==> src/rtl/serial_tx_param_if.sv <==
// Word handshake between the core's output logic and the serial transmitter.
interface serial_tx_param_if #(
  parameter int DATA_W = 10
);
  logic [DATA_W-1:0] tx_data;
  logic              tx_valid;
  logic              tx_ready;

  modport master (output tx_data, output tx_valid, input  tx_ready);
  modport slave  (input  tx_data, input  tx_valid, output tx_ready);
endinterface

==> src/rtl/serial_tx_param.sv <==
// Parametrised clock+data serial transmitter with valid/ready word intake.
// Define SERIAL_TX_PARITY_EN to append an even-parity bit to every frame.
module serial_tx_param #(
  parameter int DATA_W    = 10,
  parameter int CLK_DIV   = 1,
  parameter bit MSB_FIRST = 1'b1
) (
  input  logic               clk,
  input  logic               rst,
  serial_tx_param_if.slave   tx,
  output logic               busy,
  output logic               done,
  output logic               serial_clk,
  output logic               serial_data
);

`ifdef SERIAL_TX_PARITY_EN
  localparam int NB = DATA_W + 1;
`else
  localparam int NB = DATA_W;
`endif
  localparam int DIV_W = $clog2(CLK_DIV + 1);
  localparam int BIT_W = $clog2(NB + 1);
  localparam logic [DIV_W-1:0] DIV_LAST = DIV_W'(CLK_DIV - 1);
  localparam logic [BIT_W-1:0] BIT_LAST = BIT_W'(NB - 1);

  typedef enum logic [1:0] {IDLE, LOW, HIGH, DONE} state_t;

  state_t           state;
  logic [DIV_W-1:0] div_cnt;
  logic [BIT_W-1:0] bit_cnt;
  logic [NB-1:0]    shreg;
  logic [NB-1:0]    load_vec;
  logic [NB-1:0]    shifted;

  // Frame is laid out in transmit order: load_vec[NB-1] goes on the wire first.
  always_comb begin
    load_vec = '0;
    for (int unsigned i = 0; i < DATA_W; i++) begin
      load_vec[NB-1-i] = MSB_FIRST ? tx.tx_data[DATA_W-1-i] : tx.tx_data[i];
    end
`ifdef SERIAL_TX_PARITY_EN
    load_vec[0] = ^tx.tx_data;
`endif
    shifted = shreg << 1;
  end

  always_ff @(posedge clk) begin
    if (rst) begin
      state       <= IDLE;
      div_cnt     <= '0;
      bit_cnt     <= '0;
      shreg       <= '0;
      tx.tx_ready <= 1'b1;
      busy        <= 1'b0;
      done        <= 1'b0;
      serial_clk  <= 1'b1;
      serial_data <= 1'b0;
    end else begin
      case (state)
        IDLE: begin
          if (tx.tx_valid && tx.tx_ready) begin
            state       <= LOW;
            shreg       <= load_vec;
            div_cnt     <= '0;
            bit_cnt     <= '0;
            tx.tx_ready <= 1'b0;
            busy        <= 1'b1;
            serial_clk  <= 1'b0;
            serial_data <= load_vec[NB-1];
          end
        end
        LOW: begin
          if (div_cnt == DIV_LAST) begin
            state      <= HIGH;
            div_cnt    <= '0;
            serial_clk <= 1'b1;
          end else begin
            div_cnt <= div_cnt + 1'b1;
          end
        end
        HIGH: begin
          if (div_cnt == DIV_LAST) begin
            div_cnt    <= '0;
            serial_clk <= 1'b0;
            if (bit_cnt == BIT_LAST) begin
              state       <= DONE;
              busy        <= 1'b0;
              done        <= 1'b1;
              serial_data <= 1'b0;
            end else begin
              state       <= LOW;
              bit_cnt     <= bit_cnt + 1'b1;
              shreg       <= shifted;
              serial_data <= shifted[NB-1];
            end
          end else begin
            div_cnt <= div_cnt + 1'b1;
          end
        end
        DONE: begin
          // tx_ready stays low through DONE so frames are always split by an idle-high cycle.
          state       <= IDLE;
          done        <= 1'b0;
          tx.tx_ready <= 1'b1;
          serial_clk  <= 1'b1;
        end
        default: state <= IDLE;
      endcase
    end
  end

endmodule

==> src/flat_wrapper.sv <==
// flat-port wrapper written by rule: the top's interface ports become plain ports
module serial_tx_param_flat 
#(
  parameter int DATA_W    = 10,
  parameter int CLK_DIV   = 1,
  parameter bit MSB_FIRST = 1'b1
)
  (clk, rst, busy, done, serial_clk, serial_data, tx_tx_data, tx_tx_valid, tx_tx_ready);
  serial_tx_param_if #(.DATA_W(DATA_W)) tx_i ();
  input  logic clk;
  input  logic rst;
  output logic busy;
  output logic done;
  output logic serial_clk;
  output logic serial_data;
  input wire logic [$bits(tx_i.tx_data)-1:0] tx_tx_data;
  input wire logic [$bits(tx_i.tx_valid)-1:0] tx_tx_valid;
  output wire logic [$bits(tx_i.tx_ready)-1:0] tx_tx_ready;
  assign tx_i.tx_data = tx_tx_data;
  assign tx_i.tx_valid = tx_tx_valid;
  assign tx_tx_ready = tx_i.tx_ready;
  serial_tx_param #(.DATA_W(DATA_W), .CLK_DIV(CLK_DIV), .MSB_FIRST(MSB_FIRST)) u_core (.clk(clk), .rst(rst), .tx(tx_i), .busy(busy), .done(done), .serial_clk(serial_clk), .serial_data(serial_data));
endmodule
==> config.mk <==
export PLATFORM = sky130hd
export DESIGN_NAME = serial_tx_param_flat
export DESIGN_NICKNAME = d
export VERILOG_FILES = /design/src/rtl/serial_tx_param_if.sv /design/src/rtl/serial_tx_param.sv /design/src/flat_wrapper.sv
export SDC_FILE = /design/constraint.sdc
export NUM_CORES = 1
export LEC_CHECK = 0
export CAP_MARGIN = 25
export CORE_AREA = 2 2 50 52
export CTS_CLUSTER_DIAMETER = 60
export CTS_CLUSTER_SIZE = 16
export DETAILED_ROUTE_END_ITERATION = 12
export DIE_AREA = 0 0 52 54
export PLACE_DENSITY = 0.68
export SYNTH_ARGS = -nofsm -noshare
export SYNTH_HDL_FRONTEND = slang
export SYNTH_SLANG_ARGS = --single-unit
export TNS_END_PERCENT = 30
==> constraint.sdc <==
create_clock -name clk -period 4.2 [get_ports clk]
set_input_delay 0.84 -clock clk [delete_from_list [all_inputs] [get_ports clk]]
set_output_delay 0.84 -clock clk [all_outputs]
set_load 0.01 [all_outputs]
==> results of run 1 <==
Yosys cell counts, types with 2 or more instances:
library cell	number
nand3_1	3
a21oi_1	5
clkbuf_1	3
buf_6	3
buf_2	2
a311oi_1	9
nor3_1	2
o211a_1	2
nor2_1	4
dfxtp_1	20
ha_1	2
a31oi_1	8
o31ai_1	3
nand2_1	24
inv_1	4
nand2b_1	2
state kept, by name (all words and copies together) (netlist names):
register / count
u_core.bit_cnt: 4
u_core.busy: 1
u_core.serial_clk: 1
u_core.serial_data: 1
u_core.state: 2
u_core.shreg: 9
u_core.tx.tx_ready: 1
u_core.done: 1
worst reg2reg max path, stage by stage, from the launching register on:
cell      delay (ps)
dfxtp_1          400
inv_1             80
ha_1             230
and4b_4          230
nor3_4           400
a311oi_1         170
per-stage QoR:
stage | hold slack, ps | worst slack (ps) | util (%) | power, mW | std cells
global route | 496 | 1940 | 50.9 | 0.475 | 155
global placement | 455 | 1880 | 48.7 | 0.296 | 151
finish | 465 | 1990 | 50.9 | 0.452 | 155
CTS | 470 | 1990 | 50.9 | 0.455 | 155
detailed placement | 453 | 1820 | 48.7 | 0.298 | 151
floorplan | 449 | 2580 | - | 0.271 | 112
how the worst max path moves through the flow:
stage | from | to | slack [ps]
floorplan | tx_tx_valid | u_core.bit_cnt[3]$_SDFFE_PP0P_ | 2580
global placement | rst | u_core.bit_cnt[0]$_SDFFE_PP0P_ | 1880
detailed placement | rst | u_core.bit_cnt[0]$_SDFFE_PP0P_ | 1820
CTS | u_core.tx.tx_ready$_SDFFE_PP1P_ | tx_tx_ready | 1990
global route | u_core.tx.tx_ready$_SDFFE_PP1P_ | tx_tx_ready | 1940
finish | u_core.tx.tx_ready$_SDFFE_PP1P_ | tx_tx_ready | 1990
layout by cell type, fill, tap and decap left out, types with 2 or more instances in the layout:
cell type        Yosys  layout
nand2b_1             2       2
a21oi_1              5       5
a311oi_1             9       9
o211a_1              2       2
nor3_1               2       2
dfxtp_1             20      20
ha_1                 2       2
a31oi_1              8       8
clkbuf_4             0       3
clkdlybuf4s50_1      0      17
nor2_1               4       4
o31ai_1              3       3
nand2_1             24      24
nand3_1              3       3
inv_1                4       4
area by class of cell:
class                           count  area (um^2)
Clock buffer                        3         22.5
Clock inverter                      1         30.0
Fill cell                         228         1140
Inverter                            4         15.0
Multi-Input combinational cell     80          505
Sequential cell                    20          400
Tap cell                           30         37.5
Timing Repair Buffer               17          170
routing by layer:
metal / global-route usage, % / part of all wire [%]
met5: 0 / 0
met2: 29.3 / 47
met3: 3.33 / 4.0
met1: 25.3 / 49
met4: 6.58 / 0.45
power by group through the flow:
stage | combinational [mW] | clock [mW] | sequential, mW
global placement | 0.0732 | 0 | 0.223
CTS | 0.0749 | 0.161 | 0.219
floorplan | 0.0517 | 0 | 0.219
finish | 0.0746 | 0.158 | 0.219
detailed placement | 0.0746 | 0 | 0.223
global route | 0.0831 | 0.169 | 0.222
logic make-up (layout without fill, tap and decap cells):
logic type / Yosys count / count (layout)
simple gates: 43 / 43
fa+ha+maj: 2 / 2
flops: 20 / 20
compound gates: 35 / 35
buf+inv: 12 / 25
==> results.md, run 1 <==
* Vias in the first global route at just over 800
* Post-route cell area at ~1200 um^2
* Top cell type's share of synthesized area at 41.0%
* Fin Setup TNS at 0 ps
* Status: finished clean
* Pint at 0.340 mW
* Dpl cell area at 1130 um^2
* Post-synthesis register bit count at 20
* Worst Reg-to-Reg Cells at 5
* Die Wd at 52 um
* Yosys Warn Count at 0
* Synthesized net count at 127
* Max Cap Viol at 0
* RSZ-0062 raised after global routing: false
* Num CTS Buffers at 3
* TritonCTS clock tree: built
* Worst hold endpoint: u_core.done$_SDFFE_PP0P_
* Hold Crit Start: u_core.done$_SDFFE_PP0P_
* Final Max Tran Viols at 0
* Tmin final at 2210 ps
* First-pass GRT wire length at about 3.8 mm
* Leak Pwr at 0.453 nW
* CP cell instances: clkdlybuf4s50_1
* IR drop worst, VDD at 0.269 mV
* Final setup fails at 0
* Cell count after synthesis at 112
* DP Wirelength at between 1 and 1.5 mm
* Family with the most delay on the worst path: buffers and inverters
* HP Class: reg2reg
* Clk pwr share at 35.0%
* Comb pwr share at between 15 and 20%
* Wire per inst at 14.3 um
* Clock Tree Buf Depth at 2
* PD cells at 383 nW/um^2
* Initial core utilization at a little over two fifths
* Synth top area cells: dfxtp_1 41%, nand2_1 9.2%, a311oi_1 8.1%, a31oi_1 5.1%, buf_6 3.5%
* Synth Area in Adders at between 2 and 3%
* Worst Setup Path Type: reg2out
* Avg Inst Size Synth at 8.71 um^2
* PostCTS Resize Cnt at 0
* Worst R2R Setup Slack at 2560 ps
* Sequential-to-total area share from yosys stat at between 40% and 50%
* Complex-gate fraction of the synthesized area at 26.2%
* CP startpoint kind: flop
* Clk sink count at 20
* Crit end category: primary output
* Seq pwr share at 48.5%
* Worst-margin pin slew at 750 ps
* Buf/Inv on CP at 1
* Htree depth at 1
* Switching pwr at 0.112 mW
* Netlist Area Pre-Place at just under 1000 um^2
* P&R area growth vs syn at 21.0%
* DRC violations left at 0
* Clock edge transition at the registers on the reported setup and hold paths at 120 ps
* Max-slew headroom at ~50%
* Core footprint at 2320 um^2
* CP max stage delay at 590 ps
* Die Area at between 2000 and 3000 um^2
* Ys async rst share at 0%
* Port Buffers at 17
* Clk root buf: clkbuf_4
* DR vias at 891
* Height of the die at 54 um
* Cell taking the most area after synthesis: dfxtp_1
* Layout cells sized above 1 at 6.40%
* WP data arrival at around 1400 ps
* CP max FO at 8
* Antenna Violating Nets Remaining at 0
* Worst EP required at around 3400 ps
* Hold-fix buffers, CTS at 0
* Switching Share at 24.8%
* Core Rows at 18
* Slowest CP cell: clkdlybuf4s50_1
* Setup repair bufs after CTS at 0
* Crit share post-route at a little over half
* GR Overflow Total at 0
* Cells on Worst Hold Path at 2
* Vias/cell at 5.75
* I/O pin count at 18
* GRT Total Usage at a little under a fifth
* Worst clock skew at ~1.3 ps
* Largest net degree at the start of global routing at 21
* Multiplexer area fraction after synthesis at 0%
* ANT cells at 0
* Placer Congestion at 0.815
* Worst-Skew Late Latency at 300 ps
* Final #Nets at roughly 140
* Stages on worst setup path at 1
* R2R Path End: u_core.shreg[8]$_SDFFE_PP0P_
* Netlist cell types at 32
* Final hold violations at 0
* RR Startpoint: u_core.bit_cnt[1]$_SDFFE_PP0P_
* XOR/XNOR Fraction of Synth Area at 0%
* Simple-gate portion of the synthesized area at roughly 23%
* Largest family of logic cells by synthesized area: compound AO/OA/AOI/OAI gates
* Post-synth EDFFs at 0
* Drt first pass iters at 4
* Antenna violations before repair at 0
* Main flop type after synthesis: dfxtp_1
* Final wirelength at 2.22 mm
* Highest clock rate at 452 MHz
* Drt first-iter violations at 22
Power figures use the tool's default switching activity.
==> run 2, diff against run 1 <==
--- a/config.mk
+++ b/config.mk
@@ -11,7 +11,7 @@
 export CTS_CLUSTER_SIZE = 16
 export DETAILED_ROUTE_END_ITERATION = 12
 export DIE_AREA = 0 0 52 54
-export PLACE_DENSITY = 0.68
+export PLACE_DENSITY = 0.71
 export SYNTH_ARGS = -nofsm -noshare
 export SYNTH_HDL_FRONTEND = slang
 export SYNTH_SLANG_ARGS = --single-unit
==> constraint.sdc (replaced) <==
create_clock -name clk -period 2 [get_ports clk]
set_input_delay 0.4 -clock clk [delete_from_list [all_inputs] [get_ports clk]]
set_output_delay 0.4 -clock clk [all_outputs]
set_load 0.01 [all_outputs]
==> run 2 against run 1 <==
Worst hold slack better by 7.4 ps. Critical endpoint unchanged. Combinational power up 110%. Via count down 0.45%. Largest power group unchanged. Final cell count up 1.3%. Die area unchanged. Global-route usage down 0.79 points. Worst setup slack worse by 1700 ps. Non-clock buffer count up 2. Largest cell class unchanged. Clock skew up 8.5 ps. Critical path depth unchanged.
==> results.md, run 2 (synthesized netlist as in run 1, its figures left out) <==
* Die Area at 2810 um^2
* P&R area growth vs syn at 22.6%
* Num CTS Buffers at 3
* Final setup margin at 246 ps
* Core Rows at 18
* Antenna Violating Nets Remaining at 0
* Cells on Worst Hold Path at 2
* Worst hold endpoint: u_core.done$_SDFFE_PP0P_
* DRC violations left at 0
* Post-route cell area at 1200 um^2
* Max-slew headroom at 67.2%
* Hold Crit Start: u_core.done$_SDFFE_PP0P_
* Antenna violations before repair at 0
* Htree depth at 1
* HP Class: reg2reg
* Tot Pwr at approximately 0.95 mW
* RSZ-0062 raised after global routing: false
* Worst-margin pin slew at 492 ps
* Final hold violations at 0
* Status: finished clean
* DP Wirelength at 1.51 mm
* First-pass GRT wire length at around 3.7 mm
* Port Buffers at 17
* Most frequent cells in the layout: 24 x nand2_1, 20 x dfxtp_1, 17 x clkdlybuf4s50_1
* Worst Reg-to-Reg Cells at 5
* R2R Path End: u_core.bit_cnt[3]$_SDFFE_PP0P_
* GR Overflow Total at 0
* Final setup fails at 0
* Die Wd at 52 um
* Clk sink count at 20
* Max Cap Viol at 0
* Max reg flops at 9
* Largest net degree at the start of global routing at 14
* Setup repair bufs after CTS at 0
* Drt first pass iters at 4
* Worst clock skew at slightly below 10 ps
* GRT Total Usage at 17.8%
* Height of the die at 54 um
* Wire per inst at approximately 14 um
* Clock edge transition at the registers on the reported setup and hold paths at 110 ps
* TritonCTS clock tree: built
* Worst slack, placed at 168 ps
* Worst Setup Path Type: reg2out
* Worst-Skew Late Latency at approximately 300 ps
* Buf/Inv on CP at 1
* Crit share post-route at 87.7%
* ANT cells at 0
* Final wirelength at 2.17 mm
* CP startpoint kind: flop
* Biggest regs: u_core.shreg: 9 flops, u_core.bit_cnt: 4 flops, u_core.state: 2 flops
* Fillers at 219
* I/O pin count at 18
* Worst R2R Setup Slack at 410 ps
* Vias in the first global route at 816
* Min Hold Slack at 473 ps
* Clk root buf: clkbuf_4
* WP data arrival at between 1000 and 1500 ps
* Largest reg by FF count: u_core.shreg
* Family with the most delay on the worst path: buffers and inverters
* Drt first-iter violations at 23
* Final #Nets at between 100 and 150
* RR Startpoint: u_core.bit_cnt[1]$_SDFFE_PP0P_
* IR drop worst, VDD at 0.393 mV
* Hold-fix buffers, CTS at 0
* PostCTS Resize Cnt at 0
* Placer Congestion at between 0.8 and 0.9
* Layout cells sized above 1 at 7.87%
* Highest clock rate at 570 MHz
* Core footprint at 2320 um^2
* Clock Tree Buf Depth at 2
* Slowest CP cell: clkdlybuf4s50_1
* Leak Pwr at 0.463 nW
* Dpl cell area at 1140 um^2
* CP max stage delay at 590 ps
* Most common cell after layout, fill and taps aside: nand2_1
* DR vias at 887
* Tmin final at 1750 ps
* Vias/cell at 5.65
* Crit end category: primary output
* Initial core utilization at 42.1%
* Worst EP required at around 1600 ps
* CP cell instances: clkdlybuf4s50_1
* Fin Setup TNS at 0 ps
* CP max FO at 8
* PD cells at between 700 and 800 nW/um^2
* Final Max Tran Viols at 0
-- run 2: cell type report --
| cell class | count | area [um^2] | share of cell area, % |
|---|---|---|---|
| inverter | 4 | 15.0 | 1.26 |
| tap | 30 | 37.5 | 3.14 |
| clock buffer | 3 | 22.5 | 1.88 |
| sequential | 20 | 400 | 33.5 |
| clock inverter | 1 | 30.0 | 2.51 |
| timing repair buffer | 19 | 185 | 15.5 |
| multi-input combinational | 80 | 505 | 42.3 |
-- run 2: where the power goes --
group	internal (mW)	switching, mW
registers	0.431	0.0290
clock network	0.203	0.132
logic	0.0826	0.0771
-- run 2: worst max-delay path by stage --
| stage | start | slack (ps) | cells after the start | endpoint |
|---|---|---|---|---|
| 2_1_floorplan | u_core.bit_cnt[1]$_SDFFE_PP0P_ | 630 | 5 | u_core.bit_cnt[3]$_SDFFE_PP0P_ |
| 5_1_grt | u_core.tx.tx_ready$_SDFFE_PP1P_ | 170 | 1 | tx_tx_ready |
| 4_1_cts | u_core.tx.tx_ready$_SDFFE_PP1P_ | 250 | 1 | tx_tx_ready |
| 3_3_place_gp | tx_tx_valid | 210 | 4 | u_core.bit_cnt[3]$_SDFFE_PP0P_ |
| 3_5_place_dp | tx_tx_valid | 170 | 4 | u_core.bit_cnt[3]$_SDFFE_PP0P_ |
| 6_report | u_core.tx.tx_ready$_SDFFE_PP1P_ | 250 | 1 | tx_tx_ready |
-- run 2: through the flow --
step                      cells  util (%)
after floorplan             112         -
after global placement      153      49.3
after detailed placement    153      49.3
after CTS                   157      51.6
after global routing        157      51.6
final                       157      51.6
-- run 2: routing by layer --
metal  wire, um  GRT usage [%]  part of all wire, %
met1       1030           23.4                   47
met2       1070           29.1                   49
met3         61           2.78                  2.8
met4         13           7.02                 0.60
met5          0              0                    0
